**config.mk**
```make
export PLATFORM = sky130hd
export DESIGN_NAME = vector_packer_flat
export DESIGN_NICKNAME = d
export VERILOG_FILES = /design/src/rtl/vector_packer_if.sv /design/src/rtl/vector_packer.sv /design/src/flat_wrapper.sv
export SDC_FILE = /design/constraint.sdc
export NUM_CORES = 1
export LEC_CHECK = 0
export ABC_AREA = 1
export CAP_MARGIN = 10
export CELL_PAD_IN_SITES_DETAIL_PLACEMENT = 1
export CELL_PAD_IN_SITES_GLOBAL_PLACEMENT = 2
export CORE_MARGIN = 10
export CORE_UTILIZATION = 24
export CTS_CLUSTER_DIAMETER = 60
export DETAILED_ROUTE_END_ITERATION = 10
export HOLD_SLACK_MARGIN = 0.1
export PLACE_DENSITY_LB_ADDON = 0.1
export SYNTH_ARGS = -nofsm -noshare
export SYNTH_HDL_FRONTEND = slang
export SYNTH_SLANG_ARGS = --single-unit
```
**constraint.sdc**
```tcl
create_clock -name clk -period 1.9 [get_ports clk]
set_input_delay 0.19 -clock clk [delete_from_list [all_inputs] [get_ports clk]]
set_output_delay 0.19 -clock clk [all_outputs]
set_load 0.01 [all_outputs]
```
**src/rtl/vector_packer_if.sv**
```systemverilog
// Byte-element in / packed-vector out handshake bundle for vector_packer.
// Each side of the packer uses valid/ready.
interface vector_packer_if #(
    parameter int LANES  = 8,
    parameter int LANE_W = 8
);
    logic                        in_valid;
    logic                        in_ready;
    logic [LANE_W-1:0]           in_data;
    logic                        in_last;
    logic                        out_valid;
    logic                        out_ready;
    logic [LANES*LANE_W-1:0]     out_vec;
    logic [LANES-1:0]            out_mask;
    logic [$clog2(LANES):0]      out_count;

    modport master (
        output in_valid, in_data, in_last, out_ready,
        input  in_ready, out_valid, out_vec, out_mask, out_count
    );

    modport slave (
        input  in_valid, in_data, in_last, out_ready,
        output in_ready, out_valid, out_vec, out_mask, out_count
    );
endinterface

```
**src/rtl/vector_packer.sv**
```systemverilog
// Packs a stream of byte elements into one vector register value.
// Element k lands in lane k; in_last closes a short vector early.
module vector_packer #(
    parameter int LANES  = 8,
    parameter int LANE_W = 8
) (
    input logic           clk,
    input logic           rst,
    vector_packer_if.slave bus
);
    localparam int IW = $clog2(LANES);
    localparam int CW = IW + 1;
    localparam int VW = LANES * LANE_W;

    typedef enum logic {
        FILL,
        HOLD
    } state_t;

    state_t           state;
    state_t           state_n;
    logic [IW-1:0]    idx;
    logic [IW-1:0]    idx_n;
    logic [VW-1:0]    vec;
    logic [VW-1:0]    vec_n;
    logic [LANES-1:0] mask;
    logic [LANES-1:0] mask_n;
    logic [CW-1:0]    cnt;
    logic [CW-1:0]    cnt_n;
    logic             rdy;
    logic             vld;
    logic             accept;
    logic             final_el;

    // Handshake outputs depend only on state and rst, never on peer strobes.
    assign rdy = (state == FILL) && !rst;
    assign vld = (state == HOLD) && !rst;

    assign accept   = bus.in_valid && rdy;
    assign final_el = (idx == IW'(LANES - 1)) || bus.in_last;

    always_comb begin
        state_n = state;
        idx_n   = idx;
        vec_n   = vec;
        mask_n  = mask;
        cnt_n   = cnt;
        unique case (state)
            FILL: begin
                if (accept) begin
                    vec_n[int'(idx)*LANE_W +: LANE_W] = bus.in_data;
                    mask_n[idx] = 1'b1;
                    cnt_n       = CW'(idx) + CW'(1);
                    if (final_el) begin
                        state_n = HOLD;
                        idx_n   = '0;
                    end else begin
                        idx_n = idx + IW'(1);
                    end
                end
            end
            HOLD: begin
                if (vld && bus.out_ready) begin
                    state_n = FILL;
                    vec_n   = '0;
                    mask_n  = '0;
                    cnt_n   = '0;
                end
            end
            default: begin
                state_n = FILL;
            end
        endcase
    end

    always_ff @(posedge clk) begin
        if (rst) begin
            state <= FILL;
            idx   <= '0;
            vec   <= '0;
            mask  <= '0;
            cnt   <= '0;
        end else begin
            state <= state_n;
            idx   <= idx_n;
            vec   <= vec_n;
            mask  <= mask_n;
            cnt   <= cnt_n;
        end
    end

    assign bus.in_ready  = rdy;
    assign bus.out_valid = vld;
    assign bus.out_vec   = vec;
    assign bus.out_mask  = mask;
    assign bus.out_count = cnt;
endmodule

```
**src/flat_wrapper.sv**
```systemverilog
// flat-port wrapper written by rule: the top's interface ports become plain ports
module vector_packer_flat 
#(
    parameter int LANES  = 8,
    parameter int LANE_W = 8
)
  (clk, rst, bus_in_valid, bus_in_data, bus_in_last, bus_out_ready, bus_in_ready, bus_out_valid, bus_out_vec, bus_out_mask, bus_out_count);
  vector_packer_if #(.LANES(LANES), .LANE_W(LANE_W)) bus_i ();
  input logic clk;
  input logic rst;
  input wire logic [$bits(bus_i.in_valid)-1:0] bus_in_valid;
  input wire logic [$bits(bus_i.in_data)-1:0] bus_in_data;
  input wire logic [$bits(bus_i.in_last)-1:0] bus_in_last;
  input wire logic [$bits(bus_i.out_ready)-1:0] bus_out_ready;
  output wire logic [$bits(bus_i.in_ready)-1:0] bus_in_ready;
  output wire logic [$bits(bus_i.out_valid)-1:0] bus_out_valid;
  output wire logic [$bits(bus_i.out_vec)-1:0] bus_out_vec;
  output wire logic [$bits(bus_i.out_mask)-1:0] bus_out_mask;
  output wire logic [$bits(bus_i.out_count)-1:0] bus_out_count;
  assign bus_i.in_valid = bus_in_valid;
  assign bus_i.in_data = bus_in_data;
  assign bus_i.in_last = bus_in_last;
  assign bus_i.out_ready = bus_out_ready;
  assign bus_in_ready = bus_i.in_ready;
  assign bus_out_valid = bus_i.out_valid;
  assign bus_out_vec = bus_i.out_vec;
  assign bus_out_mask = bus_i.out_mask;
  assign bus_out_count = bus_i.out_count;
  vector_packer #(.LANES(LANES), .LANE_W(LANE_W)) u_core (.clk(clk), .rst(rst), .bus(bus_i));
endmodule
```
# --- Word level (Yosys, flattened, before mapping) ---
# Cells that the tools add are included.
word_totals:
  reg_bits: 80
  input_bits: 13
op_classes:
  addsub: 3
  n_lt_le_gt_ge: 2
  n_eq_ne: 3
  shifts: 2
  muxes: 17
  bitwise: 2
  reduce_logical: 9
ops:
  columns: ["cell", "count"]
  rows:
  - ["64-bit two-way mux", 2]
  - ["64-bit one-hot mux with 2 select lines", 1]
  - ["64-bit bitwise mux", 1]
  - ["8-bit by 33-bit variable shift with 64-bit output, first input constant", 1]
  - ["8-bit by 33-bit indexed part select with 64-bit output", 1]
  - ["6-bit negator with 33-bit output", 1]
  - ["8-bit two-way mux", 2]
  - ["8-bit one-hot mux with 2 select lines", 1]
  - ["4-bit two-way mux", 2]
  - ["8-bit bitwise OR", 1]
  - ["4-bit one-hot mux with 2 select lines", 1]
  - ["1-bit logical AND", 5]
  - ["3-bit by 1-bit adder with 4-bit output, second input constant", 1]
  - ["3-bit by 4-bit < comparator with 1-bit output, second input constant", 1]
  - ["1-bit two-way mux", 4]
  - ["2-bit AND reduction", 2]
  - ["3-bit by 1-bit adder with 3-bit output, second input constant", 1]
  - ["1-bit demux with 3-bit select", 1]
  - ["3-bit equality test, second input constant", 1]
  - ["3-bit by 1-bit >= comparator with 1-bit output, second input constant", 1]
  - ["3-bit two-way mux", 1]
  - ["2-bit by 1-bit inequality test with 1-bit output, second input constant", 1]
  - ["2-bit inequality test, second input constant", 1]
  - ["1-bit one-hot mux with 2 select lines", 1]
  - ["3 further kinds", 3]

# --- Depth between registers and ports, before layout ---
depth:
  ltp_word: 7
  depth_mapped: 14

# --- Worst setup path after synthesis ---
# No wires, ideal clock.
synth_timing:
  path_type: "reg-to-reg"
  start: "register u_core.idx[0]"
  end: "register u_core.vec[48], in the netlist u_core.bus.out_vec[48]"
  arrival_ns: 2.044
  required_time_ns: 1.830
  path_slack_ns: -0.214
  path_stages_with_launch: 12
  path_cell_list: "dfxtp_1 clkbuf_2 inv_2 buf_2 ha_1 ha_1 buf_2 nor2_1 nand2_1 nor2_1 nand3_1 a21oi_1"
synth_between:
  elab_chain_cells: 5
  elab_cells_between_ends: 6
synth_lines:
  columns: ["item", "line_no", "source"]
  rows:
  - ["start: declaration", "vector_packer.sv:22", "logic [IW-1:0] idx;"]
  - ["start signal: assignment", "vector_packer.sv:85", "idx <= idx_n;"]
  - ["6-bit negator with 33-bit output *", "vector_packer.sv:51", "vec_n[int'(idx)*LANE_W +: LANE_W] = bus.in_data;"]
  - ["8-bit by 33-bit indexed part select with 64-bit output or 8-bit by 33-bit variable shift with 64-bit output (tied branches)", "vector_packer.sv:51", null]
  - ["64-bit bitwise mux *", "vector_packer.sv:51", null]
  - ["64-bit two-way mux *", "vector_packer.sv:50", "if (accept) begin"]
  - ["64-bit one-hot mux with 2 select lines *", "vector_packer.sv:48", "unique case (state)"]
  - ["end signal: assignment", "vector_packer.sv:86", "vec <= vec_n;"]
  - ["end: declaration", "vector_packer.sv:24", "logic [VW-1:0] vec;"]
# Every way passes the cells marked *; elsewhere a longest branch is shown, timed or not. The select of a mux whose other input is x is not followed.
# A chain may end at the register's enable or synchronous reset.

# --- Worst setup path after layout ---
layout_timing:
  start: "register u_core.idx[0]"
  end: "register u_core.vec[56], in the netlist u_core.bus.out_vec[56]"
# Same word-level chain as after synthesis.

==> results.sh <==
export IMPL_grt_max_degree=33
export IMPL_grt_usage_pct=13.1
export IMPL_cp_max_fo=16
export IMPL_cap_violations=0
export IMPL_ios=91
export IMPL_viasPerCell=4.63
export IMPL_synth_largest_area_cell="dfxtp_1"
export IMPL_dieArea_sq_um=19600
export IMPL_yosys_area_share_simple_pct=32.9
export IMPL_synth_seq_cells=80
export IMPL_synth_compound_area_share_pct=11.4
export IMPL_portBuffers=90
export IMPL_tns_ps=0
export IMPL_dp_cells=734
export IMPL_end_kind="register"
export IMPL_netlist_top_cells_count="nand2_1 (101), dfxtp_1 (80), nand3_1 (79), a21oi_1 (57), nor2_1 (52)"
export IMPL_stdcell_count=750
export IMPL_synth_ff_type="dfxtp_1"
export IMPL_p_leak_nw=1.85
export IMPL_syn_inst=466
export IMPL_postSynthAreaPerCell_sq_um=7.42
export IMPL_synth_top_cell_area_share_pct=46.3
export IMPL_drc_errors=0
export IMPL_yosysUniqueCellTypes=29
export IMPL_overflow=0
export IMPL_synthAdderAreaFrac_pct=2.53
export IMPL_clock_path_buffers=2
export IMPL_cts_root_buf="clkbuf_16"
export IMPL_yosys_warnings=0
export IMPL_cts_max_level=3
export IMPL_async_flop_share_pct=0
export IMPL_synth_yosys_seq_area_share_pct=46.3
export IMPL_start_util_pct=24.7
export IMPL_numCtsBuffers=9
export IMPL_max_freq_mhz=568
export IMPL_reg2reg_slack_ps=140
export IMPL_grt_pass1_vias=3647
export IMPL_vdd_ir_drop_max_uv=565
export IMPL_drt_wl_total_um=12800
export IMPL_path_class="register to register"
export IMPL_antenna_cells=0
export IMPL_hp_class="primary input to register"
export IMPL_gp_congestion=0.777
export IMPL_required_ps=2170
export IMPL_arrival_ps=2030
export IMPL_path_clk_slew_ps=60
export IMPL_synth_area_sq_um=3460
export IMPL_hold_viol_final=0
export IMPL_grt_setup_unrepaired="no"
export IMPL_ant_nets=0
export IMPL_n_fill_cell=1732
export IMPL_startpoint_type="register"
export IMPL_cts_sinks=80
export IMPL_first_pass_iters=6
export IMPL_synth_xor_area_share_pct=0
export IMPL_p_per_area_nw_per_um2=820
export IMPL_drv_slew=0
export IMPL_setup_violations_final=0
export IMPL_total_power_mw=4.10
export IMPL_skew_ps=5.91
export IMPL_layout_nets=585
export IMPL_die_w_um=140
export IMPL_dr_first_iter_drc_count=149
export IMPL_period_minus_slack_ps=1760
export IMPL_insertion_delay_ps=340
export IMPL_post_cts_setup_buffer_count=0
export IMPL_via_count=3472
export IMPL_synth_most_common_cell="nand2_1"
export IMPL_outcome="complete, no violations"
export IMPL_grt_pass1_wl_um=20800
export IMPL_rows=43
export IMPL_netlist_top_cells_area="dfxtp_1 (46%), nand3_1 (11%), nand2_1 (11%)"
export IMPL_syn2layout_area_growth_pct=44.4
export IMPL_fin_crit_sh_pct=92.7
export IMPL_coreArea_sq_um=14000
export IMPL_final_layout_size_suffix_gt1_share_pct=10.9
export IMPL_avgRoutedWirePerCell_um=17.0
export IMPL_die_height_um=140
export IMPL_synth_edf_count=0
export IMPL_slew_headroom_pct=77.4
export IMPL_synth_nets=486
export IMPL_antenna_found_initial=0
export IMPL_dpl_hpwl_um=10000
export IMPL_worst_slew_pin_slew_ps=339
export IMPL_synth_mux_area_fraction_pct=0
export IMPL_cts_tree="yes"
export IMPL_synth_top_family_by_area="simple AND/OR/NAND/NOR gates"
export IMPL_holdWs_ps=383
-- worst max-delay path, cell delays in order (launching register included) --
cell and delay [ps]:
dfxtp_2 340, inv_2 40, ha_2 200, ha_1 210
inv_1 110, buf_12 140, nand3_1 150, nor2_1 190
nand3_1 130, a21oi_1 180
-- layout make-up --
cell class                      instances  area (sq um)  area share, %
Multi-Input combinational cell        336          1690           33.7
Sequential cell                        80          1600           32.1
Timing Repair Buffer                  110          1070           21.4
Clock buffer                           13           260           5.21
Tap cell                              180           225           4.51
Inverter                               28           111           2.23
Clock inverter                          3          40.0          0.802
-- per-layer routing --
layer	vias to the layer above	GRT usage [%]	part of all wire, %
met5	-	0	0
met4	0	2.61	0.78
met3	7	4.53	5.7
met2	62	21.9	49
met1	1645	15.9	45
li1	1758	-	-
-- stage by stage --
stage	setup WS, ps	util [%]	area (sq um)
2_1_floorplan	17.2	-	3510
3_3_place_gp	44.4	33.2	4650
3_5_place_dp	11.0	33.2	4650
4_1_cts	21.9	35.4	4950
5_1_grt	3.95	35.7	4990
6_report	138	35.7	4990
-- state kept, by name, summed over array words and instances (netlist names) --
signal                count
u_core.bus.out_vec       64
u_core.bus.out_mask       8
u_core.bus.out_count      4
u_core.idx                3
u_core.state              1
-- cell usage in the layout, fill, tap and decap left out, types with 3 or more instances in the layout --
cell              n
clkdlybuf4s50_1  88
nand4_1           8
clkbuf_16         9
a21oi_1          57
o21ai_0          12
nor2_1           48
ha_1              5
nand2_2           6
inv_1            24
nand3_1          78
nor2_4            5
dfxtp_1          79
buf_4            18
nand2_1          98
nor2_2            3
-- report_power, final --
part / internal (mW) / switching [mW] / leakage [nW]
logic: 0.212 / 0.418 / 1.05
registers: 1.70 / 0.0145 / 0.646
clock network: 1.09 / 0.661 / 0.150
total: 3.00 / 1.09 / 1.85
-- repair_timing --
action | 4_1_cts | 5_1_grt
hold buffers | 0 | 0
endpoints found under the setup margin | 2 | 63
pin swaps | 0 | 0
gates resized for setup | 2 | 9
-- path summary, 6_finish.rpt --
| check | from | end | cells after the start |
|---|---|---|---|
| hold / removal | rst | u_core.bus.out_vec[53] | 4 |
| hold reg to reg | u_core.bus.out_mask[3] | u_core.bus.out_mask[3] | 2 |
| setup / recovery | u_core.idx[0] | u_core.bus.out_vec[56] | 9 |
| setup reg to reg | u_core.idx[0] | u_core.bus.out_vec[56] | 9 |
-- cell families (layout without fill, tap and decap cells) --
kind of cell | after synthesis | in the layout
buffers and inverters | 50 | 154
adders and majority gates | 7 | 7
DFF | 80 | 80
and+or+nand+nor | 253 | 253
AOI/OAI and AO/OA | 76 | 76
(Power assumes the default switching activity.)
